[src/rtl/regfile_write_arbiter.sv]
// ---------------------------------------------------------------------------
// regfile_write_arbiter
//
// Shares the single registerFile write port between NUM_REQ writeback
// sources. Each requester owns a one-entry holding slot (valid/ready
// handshake). A round-robin arbiter drains one FULL slot per cycle onto the
// write port. Decode-stage read-after-write hazards against writes still
// held in slots are flagged on raw_hazard.
//
// Optional feature macro: RF_WRITE_FWD_EN
//   defined   : rs1_data/rs2_data forward the write currently on the port;
//               the granted slot is excluded from raw_hazard.
//   undefined : rs1_data/rs2_data pass rf_rs1_data/rf_rs2_data through;
//               raw_hazard also covers the granted slot.
//
// Ports
//   clk, reset                 rising-edge clock, async active-high reset
//   req_valid/req_ready        per-requester handshake
//   req_addr/req_data          packed, requester i at [i*W +: W]
//   rf_writeEnable/rf_addr_write/rf_write_data  registerFile write port
//   grant_id                   slot driving the write port this cycle
//   addr_rs1/addr_rs2          decode read addresses
//   rf_rs1_data/rf_rs2_data    registerFile read data
//   rs1_data/rs2_data          read data to decode
//   raw_hazard                 pending write to rs1/rs2 held in a slot
// ---------------------------------------------------------------------------
`ifndef DATA_WIDTH
`define DATA_WIDTH 32
`endif
`ifndef REG_ADDR_WIDTH
`define REG_ADDR_WIDTH 5
`endif

module regfile_write_arbiter #(
    parameter int NUM_REQ = 2,
    parameter int DATA_W  = `DATA_WIDTH,
    parameter int ADDR_W  = `REG_ADDR_WIDTH
) (
    input  logic                        clk,
    input  logic                        reset,
    input  logic [NUM_REQ-1:0]          req_valid,
    output logic [NUM_REQ-1:0]          req_ready,
    input  logic [NUM_REQ*ADDR_W-1:0]   req_addr,
    input  logic [NUM_REQ*DATA_W-1:0]   req_data,
    output logic                        rf_writeEnable,
    output logic [ADDR_W-1:0]           rf_addr_write,
    output logic [DATA_W-1:0]           rf_write_data,
    output logic [$clog2(NUM_REQ)-1:0]  grant_id,
    input  logic [ADDR_W-1:0]           addr_rs1,
    input  logic [ADDR_W-1:0]           addr_rs2,
    input  logic [DATA_W-1:0]           rf_rs1_data,
    input  logic [DATA_W-1:0]           rf_rs2_data,
    output logic [DATA_W-1:0]           rs1_data,
    output logic [DATA_W-1:0]           rs2_data,
    output logic                        raw_hazard
);

    localparam int GW = $clog2(NUM_REQ);

    typedef enum logic {
        S_EMPTY = 1'b0,
        S_FULL  = 1'b1
    } slot_state_t;

    slot_state_t          r_state     [NUM_REQ];
    slot_state_t          w_state_nxt [NUM_REQ];
    logic [ADDR_W-1:0]    r_addr      [NUM_REQ];
    logic [ADDR_W-1:0]    w_addr_nxt  [NUM_REQ];
    logic [DATA_W-1:0]    r_data      [NUM_REQ];
    logic [DATA_W-1:0]    w_data_nxt  [NUM_REQ];

    logic [GW-1:0]        r_ptr;
    logic [GW-1:0]        w_ptr_nxt;
    logic [GW-1:0]        r_last_grant;
    logic [GW-1:0]        w_last_grant_nxt;

    logic [NUM_REQ-1:0]   w_full;
    logic [NUM_REQ-1:0]   w_grant_oh;
    logic [NUM_REQ-1:0]   w_ready;
    logic [NUM_REQ-1:0]   w_accept;
    logic                 w_any_full;
    logic [GW-1:0]        w_grant;
    logic [GW:0]          w_scan;

    // ------------------------------------------------------------------
    // State register
    // ------------------------------------------------------------------
    always_ff @(posedge clk or posedge reset) begin
        if (reset) begin
            for (int unsigned k = 0; k < NUM_REQ; k++) begin
                r_state[k] <= S_EMPTY;
                r_addr[k]  <= '0;
                r_data[k]  <= '0;
            end
            r_ptr        <= '0;
            r_last_grant <= '0;
        end else begin
            for (int unsigned k = 0; k < NUM_REQ; k++) begin
                r_state[k] <= w_state_nxt[k];
                r_addr[k]  <= w_addr_nxt[k];
                r_data[k]  <= w_data_nxt[k];
            end
            r_ptr        <= w_ptr_nxt;
            r_last_grant <= w_last_grant_nxt;
        end
    end

    // ------------------------------------------------------------------
    // Round-robin grant, from registered state only
    // ------------------------------------------------------------------
    always_comb begin
        for (int unsigned k = 0; k < NUM_REQ; k++) begin
            w_full[k] = (r_state[k] == S_FULL);
        end
    end

    always_comb begin
        w_any_full = 1'b0;
        w_grant    = r_ptr;
        w_scan     = '0;
        // Visit slots ptr, ptr+1, ... modulo NUM_REQ; first FULL slot wins.
        for (int unsigned k = 0; k < NUM_REQ; k++) begin
            w_scan = {1'b0, r_ptr} + (GW+1)'(k);
            if (w_scan >= (GW+1)'(NUM_REQ)) begin
                w_scan = w_scan - (GW+1)'(NUM_REQ);
            end
            if (!w_any_full && w_full[w_scan[GW-1:0]]) begin
                w_any_full = 1'b1;
                w_grant    = w_scan[GW-1:0];
            end
        end
    end

    always_comb begin
        for (int unsigned k = 0; k < NUM_REQ; k++) begin
            w_grant_oh[k] = w_any_full && (w_grant == GW'(k));
            // A slot being drained this edge may take a new entry at once.
            w_ready[k]    = !w_full[k] || w_grant_oh[k];
        end
        w_accept = req_valid & w_ready;
    end

    // ------------------------------------------------------------------
    // Next-state logic
    // ------------------------------------------------------------------
    always_comb begin
        w_ptr_nxt        = r_ptr;
        w_last_grant_nxt = r_last_grant;
        if (w_any_full) begin
            w_last_grant_nxt = w_grant;
            w_ptr_nxt = (w_grant == GW'(NUM_REQ-1)) ? '0 : w_grant + GW'(1);
        end

        for (int unsigned k = 0; k < NUM_REQ; k++) begin
            w_state_nxt[k] = r_state[k];
            w_addr_nxt[k]  = r_addr[k];
            w_data_nxt[k]  = r_data[k];
            if (w_grant_oh[k]) begin
                w_state_nxt[k] = S_EMPTY;
            end
            // x0 writes complete the handshake but never occupy the slot.
            if (w_accept[k] && (req_addr[k*ADDR_W +: ADDR_W] != '0)) begin
                w_state_nxt[k] = S_FULL;
                w_addr_nxt[k]  = req_addr[k*ADDR_W +: ADDR_W];
                w_data_nxt[k]  = req_data[k*DATA_W +: DATA_W];
            end
        end
    end

    // ------------------------------------------------------------------
    // Outputs
    // ------------------------------------------------------------------
    always_comb begin
        req_ready      = reset ? '0 : w_ready;
        rf_writeEnable = w_any_full;
        rf_addr_write  = '0;
        rf_write_data  = '0;
        grant_id       = w_any_full ? w_grant : r_last_grant;
        if (w_any_full) begin
            rf_addr_write = r_addr[w_grant];
            rf_write_data = r_data[w_grant];
        end
    end

    always_comb begin
        raw_hazard = 1'b0;
        for (int unsigned k = 0; k < NUM_REQ; k++) begin
            if (w_full[k] && (r_addr[k] != '0) &&
                ((r_addr[k] == addr_rs1) || (r_addr[k] == addr_rs2))) begin
`ifdef RF_WRITE_FWD_EN
                // The granted write is visible through the forwarding path.
                if (!w_grant_oh[k]) begin
                    raw_hazard = 1'b1;
                end
`else
                raw_hazard = 1'b1;
`endif
            end
        end
    end

`ifdef RF_WRITE_FWD_EN
    always_comb begin
        rs1_data = rf_rs1_data;
        rs2_data = rf_rs2_data;
        if (rf_writeEnable && (rf_addr_write == addr_rs1) && (addr_rs1 != '0)) begin
            rs1_data = rf_write_data;
        end
        if (rf_writeEnable && (rf_addr_write == addr_rs2) && (addr_rs2 != '0)) begin
            rs2_data = rf_write_data;
        end
    end
`else
    always_comb begin
        rs1_data = rf_rs1_data;
        rs2_data = rf_rs2_data;
    end
`endif

endmodule
[config.mk]
export PLATFORM = sky130hd
export DESIGN_NAME = regfile_write_arbiter
export DESIGN_NICKNAME = d
export VERILOG_FILES = /design/src/rtl/regfile_write_arbiter.sv
export SDC_FILE = /design/constraint.sdc
export NUM_CORES = 1
export LEC_CHECK = 0
export CAP_MARGIN = 20
export CORE_UTILIZATION = 38
export DETAILED_ROUTE_END_ITERATION = 16
export MAX_ROUTING_LAYER = met4
export PLACE_DENSITY = 0.78
export SLEW_MARGIN = 20
export SYNTH_ARGS = -nofsm -noshare
export SYNTH_HDL_FRONTEND = slang
export SYNTH_SLANG_ARGS = --single-unit
export TNS_END_PERCENT = 30
[constraint.sdc]
create_clock -name clk -period 3 [get_ports clk]
set_clock_uncertainty 0.1 [all_clocks]
set_input_delay 0.45 -clock clk [delete_from_list [all_inputs] [get_ports clk]]
set_output_delay 0.45 -clock clk [all_outputs]
set_load 0.01 [all_outputs]
==> out/results.tsv <==
stage	metric	value	unit
status	status	complete, no violations	
routing	antenna_left	0	
clock_tree	post_cts_buffers	0	
logic_synthesis	avgSynthCellArea	10.5	um2
sta	rsz0062_at_grt	false	
final_layout	fin_util	50.9	%
sta	tightest_slew	1.01	ns
clock_tree	hold_buffers	0	
setup_path	cpMaxStageDelayCell	nor2_4	
setup_path	crit_arrival	2.33	ns
logic_synthesis	synth_edf_count	0	
sta	fin_crit_sh	95.9	%
setup_path	endpoint_kind	primary output	
setup_path	slowest_delay	0.76	ns
hold_path	hold_class	flop to flop	
hold_path	min_delay_path_depth	1	
floorplan	coreArea	10800	um2
sta	period_needed	2.88	ns
hold_path	worstHoldStart	r_data[6]	
setup_path	reg2reg_setup_slack	1.07	ns
routing	drt-initial-drc-count	110	
floorplan	initial_utilization	39.2	%
setup_path	cp-start-kind	flop	
setup_path	cp.required	2.45	ns
logic_synthesis	async_flop_share	100	%
clock_tree	clock_latency	0.35	ns
routing	vias	3147	
clock_tree	cts-buffers-inserted	9	
sta	drv_slew	0	
sta	setup_violations	0	
logic_synthesis	synthAdderAreaFrac	0	%
setup_path	critPathKind	flop to primary output	
hold_path	whs_endpoint	r_data[6]	
job	drv_cap	0	
sta	slew_headroom	32.8	%
floorplan	chipWidth	108	um
placement	io_buffers	129	
setup_path	r2r_cells	5	
power	p_leak	2.40	nW
clock_tree	cts_buffer_depth	2	
routing	vias_per_cell	5.13	
placement	gp_congestion	0.838	
global_routing	grtUsageTotal	23.3	%
setup_path	cp_num_buf_inv	2	
logic_synthesis	synthFlopType	dfrtp_1	
logic_synthesis	synth_top_family_by_area	multiplexers	
setup_path	crit_chain	buf_4 -> nor2_4 -> a21oi_1 -> clkdlybuf4s50_1	
final_layout	num-fill-cells	1005	
setup_path	cp_max_fo	37	
logic_synthesis	ys_ff_latch	78	
setup_path	cpLargestDelayFamily	simple AND/OR/NAND/NOR gates	
routing	finalWirelength	13100	um
placement	place_area	5220	um2
logic_synthesis	synth_top_area_cell	dfrtp_1	
logic_synthesis	syn-instance-count	403	
logic_synthesis	yosysWarnings	0	
floorplan	io_pins	258	
final_layout	syn2layout_area_growth	30.0	%
placement	dp_hpwl	9430	um
global_routing	grt_start_max_net_pins	79	
logic_synthesis	synth_compound_area_share	6.96	%
logic_synthesis	synth_top_area_share	46.0	%
clock_tree	htree_num_levels	3	
logic_synthesis	synth_nets	555	
clock_tree	cts_tree	built	
power	fin_total_pwr	4.74	mW
setup_path	r2r-start	r_state[1]	
power	vdd_drop_max	391	uV
clock_tree	cts.sinks	78	
final_layout	fin_nets	620	
setup_path	rr_endpoint	r_data[29]	
routing	firstDrtPassIters	4	
power	powerDensity	859	nW/um2
global_routing	grt_pass1_wl	19100	um
global_routing	grt_antenna_before_repair	0	
clock_tree	path_clk_slew	0.07	ns
logic_synthesis	syn_area	4240	um2
logic_synthesis	synth.yosys.seq_area_share	46.0	%
logic_synthesis	ys_top_cells_by_area	dfrtp_1 46%, buf_4 12%, mux2_1 9.6%	
logic_synthesis	synthMuxAreaShare	19.1	%
final_layout	n_antenna_cell	0	
final_layout	drive_above_1_share	14.4	%
global_routing	overflow	0	
floorplan	die-area	11600	um2
logic_synthesis	synthDistinctLibCells	27	
logic_synthesis	synthSimpleGateAreaFrac	9.08	%
sta	fmax	348	MHz
floorplan	rows	38	
sta	finalSetupTns	0	ns
floorplan	die_y	108	um
routing	drc	0	
logic_synthesis	synth_xor_area_share	4.13	%
routing	wire_per_inst	21.4	um
final_layout	final_cell_area	5520	um2
global_routing	grt_pass1_vias	3237	
clock_tree	cts_root_buf	clkbuf_8	
sta	hold_viol_final	0	
[what timing repair did]
| action | 4_1_cts | 5_1_grt |
|---|---|---|
| pin swaps | 1 | 0 |
| cloned | 1 | 0 |
| resized for setup | 4 | 14 |
| setup endpoints to repair | 36 | 16 |
[worst max-delay path by stage]
stage / startpoint / endpoint / slack, ns / cells after the start
6_report: r_state[0] / rf_write_data[21] / 0.12 / 4
2_1_floorplan: reset / req_ready[1] / 0.02 / 2
4_1_cts: r_state[0] / rf_write_data[29] / 0.05 / 7
3_3_place_gp: r_state[1] / rf_write_data[13] / 0.32 / 4
5_1_grt: r_state[0] / rf_write_data[14] / 0.002 / 4
3_5_place_dp: addr_rs2[4] / raw_hazard / 0.22 / 6
[cell type report]
class	instances	area, um2	share of cell area (%)
Clock buffer	13	169	3.06
Timing Repair Buffer	137	1410	25.6
Sequential cell	78	1950	35.4
Inverter	3	12.5	0.227
Multi-Input combinational cell	239	1730	31.3
Tap cell	140	175	3.17
Clock inverter	3	65.1	1.18
[metal layers]
layer / wire length [um] / global-route usage, % / vias to the layer above
met3: 1730 / 11.3 / 20
met5: 0 / - / -
met4: 229 / 8.51 / 0
met2: 6530 / 37.8 / 173
met1: 4610 / 24.4 / 1538
li1: - / - / 1416
[registers in the layout, indices dropped and copies added (netlist names)]
name and cells:
r_state 2, r_last_grant 1, r_ptr 1, r_addr 10, r_data 64
[logic make-up (layout without fill, tap and decap cells)]
family,count (synthesis),after routing
XOR/XNOR,20,20
multiplexers,72,72
AO/OA/AOI/OAI,51,52
flip-flops,78,78
AND/OR/NAND/NOR,95,95
buffers and inverters,87,156
[synthesized netlist by cell type, types with 2 or more instances]
| master | count |
|---|---|
| a21oi_1 | 36 |
| a22oi_1 | 2 |
| a32o_1 | 2 |
| buf_2 | 2 |
| buf_4 | 66 |
| buf_6 | 5 |
| clkbuf_1 | 10 |
| dfrtp_1 | 78 |
| inv_1 | 3 |
| mux2_1 | 36 |
| mux2_2 | 36 |
| nand2_1 | 76 |
| nand3_1 | 2 |
| nor2_1 | 7 |
| nor3_1 | 4 |
| o211ai_2 | 2 |
| o21a_1 | 2 |
| o21ai_0 | 3 |
| or4_1 | 4 |
| xor2_1 | 20 |
[metrics by stage]
| step | instances | hold WS (ns) | setup slack [ns] |
|---|---|---|---|
| after CTS | 613 | 0.399 | 0.0545 |
| final | 613 | 0.395 | 0.122 |
| after global placement | 596 | 0.374 | 0.318 |
| after detailed placement | 596 | 0.381 | 0.218 |
| after floorplan | 403 | 0.364 | 0.0215 |
| after global routing | 613 | 0.415 | 0.00242 |
[cell usage in the layout, fill, tap and decap left out, types with 2 or more instances in the layout]
master / count
nor2_1: 5
clkdlybuf4s50_1: 117
clkbuf_8: 12
a21oi_1: 36
o211ai_4: 2
dlymetal6s2s_1: 12
mux2_1: 36
buf_6: 2
buf_4: 4
nand3_1: 2
dfrtp_1: 77
a22oi_1: 2
bufinv_16: 2
nand2_1: 75
or4_1: 4
xor2_1: 20
a32o_1: 2
o21a_1: 2
o21ai_0: 3
mux2_2: 36
clkinv_2: 2
nor3_1: 4
buf_12: 2
inv_1: 2
o21ai_4: 2
[where the power goes]
part           leakage, nW  internal, mW  switching (mW)
Sequential           0.908          1.34           0.213
Combinational         1.37          1.17            1.10
Clock                0.120         0.536           0.385
Total                 2.40          3.04            1.70
Power figures use the tool's default switching activity.
